[src/rtl/mux_result_fifo.sv]
// Two-entry FIFO buffering mux results {sel, data} between an upstream mux and a
// downstream consumer, with a sticky overflow flag for words offered while full.
module mux_result_fifo #(
  parameter int WIDTH = 2,
  parameter int DEPTH = 2
) (
  input  logic             clk,
  input  logic             rst_n,
  input  logic             in_valid,
  input  logic [WIDTH-1:0] in_data,
  input  logic             in_sel,
  output logic             in_ready,
  output logic             out_valid,
  output logic [WIDTH-1:0] out_data,
  output logic             out_sel,
  input  logic             out_ready,
  output logic [1:0]       count,
  output logic             ovf
);

  localparam int EW = WIDTH + 1;

  // Handshake: a word moves on a rising edge only when valid && ready on that side;
  // in_ready depends on registered count alone, so out_ready never reaches it.
  logic [EW-1:0] mem_q [DEPTH];
  logic [EW-1:0] mem_d [DEPTH];
  logic          wr_ptr_q, wr_ptr_d;
  logic          rd_ptr_q, rd_ptr_d;
  logic [1:0]    count_q, count_d;
  logic          ovf_q, ovf_d;
  logic          do_wr, do_rd;

  assign in_ready  = (count_q != 2'(DEPTH));
  assign out_valid = (count_q != 2'd0);
  assign {out_sel, out_data} = mem_q[rd_ptr_q];
  assign count = count_q;
  assign ovf   = ovf_q;

  always_comb begin
    do_wr    = in_valid && in_ready;
    do_rd    = out_valid && out_ready;
    mem_d    = mem_q;
    wr_ptr_d = wr_ptr_q;
    rd_ptr_d = rd_ptr_q;
    count_d  = count_q;
    ovf_d    = ovf_q || (in_valid && !in_ready);
    if (do_wr) begin
      mem_d[wr_ptr_q] = {in_sel, in_data};
      wr_ptr_d        = ~wr_ptr_q;
    end
    if (do_rd) begin
      rd_ptr_d = ~rd_ptr_q;
    end
    case ({do_wr, do_rd})
      2'b10:   count_d = count_q + 2'd1;
      2'b01:   count_d = count_q - 2'd1;
      default: count_d = count_q;
    endcase
  end

  always_ff @(posedge clk) begin
    if (!rst_n) begin
      for (int i = 0; i < DEPTH; i++) begin
        mem_q[i] <= '0;
      end
      wr_ptr_q <= 1'b0;
      rd_ptr_q <= 1'b0;
      count_q  <= 2'd0;
      ovf_q    <= 1'b0;
    end else begin
      mem_q    <= mem_d;
      wr_ptr_q <= wr_ptr_d;
      rd_ptr_q <= rd_ptr_d;
      count_q  <= count_d;
      ovf_q    <= ovf_d;
    end
  end

endmodule

[config.mk]
export PLATFORM = sky130hd
export DESIGN_NAME = mux_result_fifo
export DESIGN_NICKNAME = d
export VERILOG_FILES = /design/src/rtl/mux_result_fifo.sv
export SDC_FILE = /design/constraint.sdc
export NUM_CORES = 1
export LEC_CHECK = 0
export ABC_CLOCK_PERIOD_IN_PS = 2660
export BUFFER_PORTS_ARGS = -buffer_cell sky130_fd_sc_hd__buf_2
export CORE_AREA = 4 4 41 43
export CTS_CLUSTER_SIZE = 14
export DETAILED_ROUTE_END_ITERATION = 12
export DIE_AREA = 0 0 45 47
export REMOVE_ABC_BUFFERS = 1
export SETUP_SLACK_MARGIN = 0.2
export SLEW_MARGIN = 15
export SYNTH_ARGS = -nofsm -noshare
export SYNTH_HDL_FRONTEND = slang
export SYNTH_SLANG_ARGS = --single-unit
[constraint.sdc]
create_clock -name clk -period 2.66 [get_ports clk]
set_input_delay 0.399 -clock clk [delete_from_list [all_inputs] [get_ports clk]]
set_output_delay 0.399 -clock clk [all_outputs]
set_load 0.1 [all_outputs]
==> impl_metrics.py, run 1 <==
metrics = {
    "drt": {
        "viasPerCell": 4.60,
        "dr.pass1.iters": 1,
        "drt-wirelength-per-cell_um": 10.4,
        "antenna_left": 0,
        "totalWireLength_um": 863,
        "vias": 382,
        "drtIter0Drc": 0,
        "route.detailed.drc": 0,
    },
    "clocking": {
        "cts_buffers": 3,
        "cts_tree": "yes",
        "clk_pin_slew_worst_paths_ps": 60,
        "worstSkewPairLatency_ps": 260,
        "cts_setup_buffers": 0,
        "clock-sinks": 11,
        "root_buffer": "clkbuf_4",
        "cts_hold_buf": 0,
        "cts_resized": 0,
        "htreeDepth": 1,
        "clockBufferDepth": 2,
    },
    "die": {
        "core-area_um2": 1300,
        "fp.dieH_um": 47,
        "rows": 13,
        "die_x_um": 45,
        "pin_count": 15,
        "die-area_um2": 2120,
        "start_util": 0.386,
    },
    "synth": {
        "async_flop_share": 0,
        "synth_most_common_cell": "dfxtp_1",
        "yosysTopAreaCell": "dfxtp_1",
        "synth-edff-count": 0,
        "synthFlopType": "dfxtp_1",
        "synth_top_area_share": 0.439,
        "synthTopCellsByArea": "dfxtp_1 (44%), mux2i_1 (12%), nand2_1 (7.5%), mux2_2 (6.7%), xnor2_1 (5.2%)",
        "synth.avg_cell_area_um2": 9.47,
        "synthCells": 53,
        "synth_cell_type_count": 19,
        "synth_area_um2": 502,
        "synth.top_cells.by_count": "dfxtp_1 (11), nand2_1 (10), mux2i_1 (6)",
        "ys_warn_count": 0,
        "yosysSeqAreaShare": 0.439,
        "ys_seq_elements": 11,
    },
    "global_route": {
        "antenna_found_initial": 0,
        "grt_pass1_wl_um": 1430,
        "grt_usage": 0.0967,
        "grt_max_degree": 15,
        "grt_pass1_vias": 350,
        "grt_overflow": 0,
    },
    "worst_setup_path": {
        "cp_top_family": "buffers and inverters",
        "r2r_cells": 6,
        "crit_path_top_delay_cell": "dfxtp_1",
        "crit_path_start": "count[0]$_SDFFE_PN0P_",
        "cp_cell_sequence": "nor2b_2, inv_1, buf_2",
        "r2r_start": "count[0]$_SDFFE_PN0P_",
        "path_buf_inv": 2,
        "reg2reg_to": "count[1]$_SDFFE_PN0P_",
        "cp_data_arrival_time_ps": 1330,
        "reg2reg_slack_ps": 1090,
        "critPathMaxStageDelay_ps": 460,
        "cp-end-kind": "output pin",
        "path_class": "flip-flop to output pin",
        "required_ps": 2260,
        "cp_max_fo": 6,
        "cp-start-kind": "flip-flop",
    },
    "final_layout": {
        "fill_cells": 143,
        "drive_above_1_share": 0.324,
        "antenna_cells": 0,
        "nets": 77,
        "multi_input_area_um2": 260,
        "finalCoreUtilization": 0.463,
        "seq_area_um2": 220,
        "area_growth_pct": 20.2,
        "layout.cells.non_filler": 83,
        "final_cell_area_um2": 603,
    },
    "timing": {
        "setup-violations-final": 0,
        "finalMaxSlewViolations": 0,
        "worst_hold_slack_ps": 400,
        "worst_pin_slew_ps": 487,
        "period_minus_slack_ps": 1730,
        "clock.fmax_mhz": 578,
        "rsz0062_at_grt": "no",
        "skew_ps": 1.77,
        "post-route-period-util": 0.651,
        "max-slew-margin-rel": 0.677,
        "hold_viol_final": 0,
    },
    "placement": {
        "place_area_um2": 577,
        "dpl.hpwl_um": 658,
        "gp_congestion": 0.708,
        "port_buffers": 14,
        "dpl.cell_count": 79,
    },
    "min_path": {
        "min_path_type": "input pin to flip-flop",
        "whs_endpoint": "mem_q[0]$_SDFFE_PN0P_",
        "hp-start": "in_data[0]",
        "whs_path_depth": 3,
    },
    "outcome": {
        "outcome": "finished clean",
    },
    "flow_run": {
        "cap_viol_max_count": 0,
    },
}
## logic make-up after synthesis
| family | Yosys count | share of synthesized area |
|---|---|---|
| compound gates | 6 | 0.0748 |
| xor+xnor | 3 | 0.0524 |
| fa+ha+maj | 1 | 0.0249 |
| buf+inv | 5 | 0.0424 |
| flops | 11 | 0.439 |
| mux | 9 | 0.187 |
| simple gates | 18 | 0.180 |
## worst max path at each step
stage | to | slack [ps] | cells after the start
finish | in_ready | 930 | 3
global route | in_ready | 860 | 3
CTS | in_ready | 900 | 3
detailed placement | count[1]$_SDFFE_PN0P_ | 1090 | 6
global placement | count[1]$_SDFFE_PN0P_ | 1110 | 6
floorplan | count[1]$_SDFFE_PN0P_ | -150 | 6
## per-stage QoR
stage	setup WS, ps	setup TNS, ps
finish	929	0
global placement	1110	0
detailed placement	1090	0
global route	862	0
CTS	899	0
floorplan	-148	-154
## layout by cell type, fill, tap and decap left out, types with 3 or more instances in the layout
cell / n
buf_2: 14
clkbuf_4: 3
dfxtp_1: 11
mux2_2: 3
mux2i_1: 6
nand2_1: 10
xnor2_1: 3
## worst register-to-register path, stage by stage (launching register included)
cell	delay [ps]
dfxtp_1	460
nor2b_2	90
inv_1	90
nand2_1	60
ha_1	300
or3_1	370
a21boi_1	130
## layer usage
metal / vias to the layer above / global-route usage / part of all wire
li1: 207 / - / -
met1: 162 / 0.124 / 0.51
met2: 11 / 0.141 / 0.41
met3: 2 / 0.0230 / 0.068
met4: 0 / 0.0702 / 0.0058
met5: - / 0 / 0
## cell type report
cell class / count / area share
clock buffers: 4 / 0.0436
inverters: 2 / 0.0124
multi-input cells: 37 / 0.432
flip-flops and latches: 11 / 0.365
well taps: 15 / 0.0311
repair buffers: 14 / 0.116
## state kept, by name, summed over array words and instances, names as in the netlist
name,flops
rd_ptr_q,1
mem_q,6
wr_ptr_q,1
ovf,1
count,2
Power of run 1 is not shown: default switching activity piles up to over one toggle a cycle in this logic, so the estimate is an artifact.
==> run 2, diff against run 1 <==
ABC_CLOCK_PERIOD_IN_PS = 1500   (was 2660)
clock period = 1.5 ns   (was 2.66 ns; I/O delays follow)
==> run 2 against run 1 <==
Global-route usage up 3.3 points. Critical endpoint is now count[1]$_SDFFE_PN0P_. Cell count up 8.4%. Register-to-register slack worse by 1000 ps.
==> impl_metrics.py, run 2 (synthesis gave the netlist of run 1 again) <==
metrics = {
    "clocking": {
        "htreeDepth": 1,
        "clockBufferDepth": 2,
        "cts_hold_buf": 0,
        "worstSkewPairLatency_ps": 270,
        "clock-sinks": 11,
        "cts_tree": "yes",
        "cts_buffers": 3,
        "clk_pin_slew_worst_paths_ps": 70,
        "root_buffer": "clkbuf_4",
    },
    "die": {
        "core-area_um2": 1300,
        "fp.dieH_um": 47,
        "die_x_um": 45,
        "start_util": 0.386,
        "die-area_um2": 2120,
        "rows": 13,
        "pin_count": 15,
    },
    "final_layout": {
        "layout_common_cells": "nand2_1 (9), dfxtp_1 (8), buf_4 (8)",
        "antenna_cells": 0,
        "multi_input_area_um2": 307,
        "seq_area_um2": 229,
        "drive_above_1_share": 0.493,
        "fill_cells": 115,
        "largest_reg_flops": 6,
        "nets": 84,
        "finalCoreUtilization": 0.610,
        "area_growth_pct": 58.1,
        "layout_commonest_cell": "nand2_1",
        "largest_register": "mem_q",
    },
    "global_route": {
        "met3_usage": 0.0460,
        "grt_overflow": 0,
        "grt_usage": 0.130,
        "grt_max_degree": 15,
        "grt_use_met1": 0.143,
        "busiest_layer": "met2",
        "grt_pass1_vias": 437,
        "antenna_found_initial": 0,
        "grt_pass1_wl_um": 1930,
        "grt.met2_usage": 0.229,
    },
    "drt": {
        "dr.pass1.iters": 3,
        "drtIter0Drc": 2,
        "viasPerCell": 4.90,
        "vias": 441,
        "drt-wirelength-per-cell_um": 12.4,
        "route.detailed.drc": 0,
        "antenna_left": 0,
        "totalWireLength_um": 1120,
    },
    "timing": {
        "post-route-period-util": 0.938,
        "period_minus_slack_ps": 1410,
        "rsz0062_at_grt": "yes",
        "final.setup.tns_ps": 0,
        "hold_viol_final": 0,
        "worst_pin_slew_ps": 301,
        "skew_ps": 4.23,
        "finalMaxSlewViolations": 0,
        "clock.fmax_mhz": 711,
        "setup-violations-final": 0,
        "worst_hold_slack_ps": 220,
        "max-slew-margin-rel": 0.800,
    },
    "worst_setup_path": {
        "cp_data_arrival_time_ps": 1620,
        "path_class": "flip-flop to flip-flop",
        "cp_max_fo": 4,
        "cp-end-kind": "flip-flop",
        "required_ps": 1710,
        "cp-start-kind": "flip-flop",
    },
    "flow_run": {
        "cap_viol_max_count": 0,
    },
    "min_path": {
        "min_path_type": "input pin to flip-flop",
    },
    "outcome": {
        "outcome": "finished clean",
    },
    "placement": {
        "dpl.hpwl_um": 733,
        "gp_congestion": 0.681,
        "port_buffers": 14,
    },
}
-- run 2: critical path: stages (launching register included) --
cell and delay [ps]:
dfxtp_2 350, nor2b_4 150, inv_2 50, nand2_2 70
ha_4 200, or3_1 380, a21boi_1 140
-- run 2: routing by layer --
metal / share of wire / vias to the layer above
met3: 0.070 / 4
met2: 0.50 / 15
li1: - / 220
met4: 0.013 / 0
met1: 0.42 / 202
met5: 0 / -
-- run 2: what timing repair did --
item	4_1_cts	5_1_grt
setup endpoints to repair	12	12
setup buffers	3	0
gates resized for setup	21	10
pin swaps	5	2
gates cloned	0	0
-- run 2: cell type report --
class	instances	share of cell area
tap	15	0.0237
timing repair buffer	21	0.259
sequential	11	0.289
clock buffer	4	0.0331
multi-input combinational	37	0.386
inverter	2	0.00946
-- run 2: stage by stage --
stage                     cell area (um2)  setup slack [ps]  std cells
after global placement                637              65.3         83
after global routing                  793              49.3         90
final                                 793              92.6         90
after floorplan                       488             -1310         50
after CTS                             748              77.5         90
after detailed placement              637             -10.6         83
-- run 2: path summary, 6_finish.rpt --
path,from,end,slack (ps),depth (start not counted)
max,count[1]$_SDFFE_PN0P_,count[1]$_SDFFE_PN0P_,90,6
min,in_data[1],mem_q[4]$_SDFFE_PN0P_,220,3
max reg2reg,count[1]$_SDFFE_PN0P_,count[1]$_SDFFE_PN0P_,90,6
min reg2reg,mem_q[4]$_SDFFE_PN0P_,mem_q[4]$_SDFFE_PN0P_,470,2
Power of run 2 is left out for the same reason.
==> run 3, diff against run 2 <==
ABC_CLOCK_PERIOD_IN_PS = 1600   (was 1500)
CTS_CLUSTER_SIZE = 30   (was 14)
clock period = 1.6 ns   (was 1.5 ns; I/O delays follow)
==> run 3 against run 2 <==
Critical path depth shrank 4. Die area did not move. Wire length down 14%. Critical path type is now flip-flop to output pin. Sequential share of layout area grew 4.3 points. Design area down 12%. First-iteration DRC count rose to 2.5 times the previous value. Setup slack gained 94 ps. Flip-flop and latch count unchanged. Cell count decreased by 5.6%.
==> impl_metrics.py, run 3 (synthesis gave the netlist of run 1 again) <==
metrics = {
    "timing": {
        "setup-violations-final": 0,
        "clock.fmax_mhz": 708,
        "worst_pin_slew_ps": 483,
        "rsz0062_at_grt": "yes",
        "max-slew-margin-rel": 0.680,
        "finalMaxSlewViolations": 0,
        "post-route-period-util": 0.883,
        "period_minus_slack_ps": 1410,
        "hold_viol_final": 0,
        "final.setup.worst_slack_ps": 187,
        "skew_ps": 6.85,
    },
    "global_route": {
        "grt_pass1_wl_um": 1510,
        "grt_max_degree": 15,
        "busiest_layer": "met2",
        "grt_use_met1": 0.122,
        "grt_pass1_vias": 376,
        "grt_overflow": 0,
        "grt.met2_usage": 0.164,
        "grt_usage": 0.0975,
        "antenna_found_initial": 0,
        "met3_usage": 0.0230,
    },
    "outcome": {
        "outcome": "finished clean",
    },
    "die": {
        "rows": 13,
        "die-area_um2": 2120,
        "pin_count": 15,
        "die_x_um": 45,
        "start_util": 0.386,
        "fp.dieH_um": 47,
        "core-area_um2": 1300,
    },
    "placement": {
        "port_buffers": 14,
        "gp_congestion": 0.748,
        "pre_cts_slack_ps": 46.3,
    },
    "min_path": {
        "whs_path_depth": 3,
        "min_path_type": "input pin to flip-flop",
        "hp-start": "in_data[0]",
        "whs_endpoint": "mem_q[0]$_SDFFE_PN0P_",
    },
    "final_layout": {
        "seq_area_um2": 231,
        "largest_register": "mem_q",
        "fill_cells": 129,
        "antenna_cells": 0,
        "largest_reg_flops": 6,
        "drive_above_1_share": 0.457,
        "area_growth_pct": 39.2,
        "nets": 79,
        "multi_input_area_um2": 288,
        "layout_common_cells": "nand2_1 (9), buf_2 (9), dfxtp_1 (8)",
    },
    "clocking": {
        "clk_pin_slew_worst_paths_ps": 80,
        "root_buffer": "clkbuf_4",
        "cts_hold_buf": 0,
        "htreeDepth": 1,
        "worstSkewPairLatency_ps": 270,
        "clockBufferDepth": 2,
        "cts_buffers": 3,
        "clock-sinks": 11,
        "cts_tree": "yes",
    },
    "worst_setup_path": {
        "reg2reg_to": "count[1]$_SDFFE_PN0P_",
        "cp-start-kind": "flip-flop",
        "reg2reg_slack_ps": 210,
        "r2r_cells": 4,
        "cp_cell_sequence": "mux2_2, buf_6",
        "cp_max_fo": 4,
        "cp-end-kind": "output pin",
        "crit_path_top_delay_cell": "dfxtp_4",
        "path_class": "flip-flop to output pin",
        "cp_data_arrival_time_ps": 1170,
        "critPathMaxStageDelay_ps": 380,
        "required_ps": 1360,
        "r2r_start": "count[0]$_SDFFE_PN0P_",
    },
    "drt": {
        "drtIter0Drc": 5,
        "drt-wirelength-per-cell_um": 11.3,
        "viasPerCell": 4.74,
        "dr.pass1.iters": 4,
        "vias": 403,
        "totalWireLength_um": 963,
        "route.detailed.drc": 0,
        "antenna_left": 0,
    },
    "flow_run": {
        "cap_viol_max_count": 0,
    },
}
run 3: cell types whose count changed in the layout (fill, tap and decap cells not counted), moves of 2 or more:
cell / change
buf_2: +3
clkbuf_4: -2
buf_4: -6
buf_6: +4
mux2_4: -3
buf_12: -4
mux2_2: +3
run 3: per-layer routing:
layer | vias to the layer above | wire (um) | part of all wire
met5 | - | 0 | 0
li1 | 209 | - | -
met3 | 2 | 66 | 0.069
met4 | 0 | 10 | 0.010
met2 | 11 | 458 | 0.48
met1 | 181 | 427 | 0.44
run 3: through the flow:
step,util,area (um2),TNS (ps),hold slack [ps],cells
2_1_floorplan,-,488,-6190,362,50
3_3_place_gp,0.461,599,0,445,80
3_5_place_dp,0.461,599,0,450,80
4_1_cts,0.529,688,0,236,85
5_1_grt,0.537,698,0,261,85
6_report,0.537,698,0,235,85
run 3: timing repair:
action	4_1_cts	5_1_grt
resized for setup	17	2
endpoints found under the setup margin	7	4
buffers inserted	1	0
pin swaps	4	3
endpoints found under the hold margin	0	0
cloned	0	0
run 3: worst max-delay path, delay by kind of cell (launching register included):
| kind | cells | cell delay [ps] |
|---|---|---|
| buf+inv | 1 | 190 |
| flops | 1 | 380 |
| mux | 1 | 340 |
run 3: layout make-up:
cell class / instances / area share
multi-input cells: 37 / 0.412
flip-flops and latches: 11 / 0.332
repair buffers: 16 / 0.179
clock buffers: 3 / 0.0323
well taps: 15 / 0.0269
inverters: 2 / 0.0108
clock inverters: 1 / 0.00717
run 3: how the worst max path moves through the flow:
stage,start,end,slack [ps],cells past startpoint
finish,rd_ptr_q$_SDFFE_PN0P_,out_data[1],190,2
detailed placement,count[1]$_SDFFE_PN0P_,count[1]$_SDFFE_PN0P_,50,6
floorplan,count[0]$_SDFFE_PN0P_,count[1]$_SDFFE_PN0P_,-1210,6
global route,count[0]$_SDFFE_PN0P_,count[1]$_SDFFE_PN0P_,160,4
CTS,rd_ptr_q$_SDFFE_PN0P_,out_data[1],180,2
global placement,count[1]$_SDFFE_PN0P_,count[1]$_SDFFE_PN0P_,80,6
Power of run 3 is left out for the same reason.
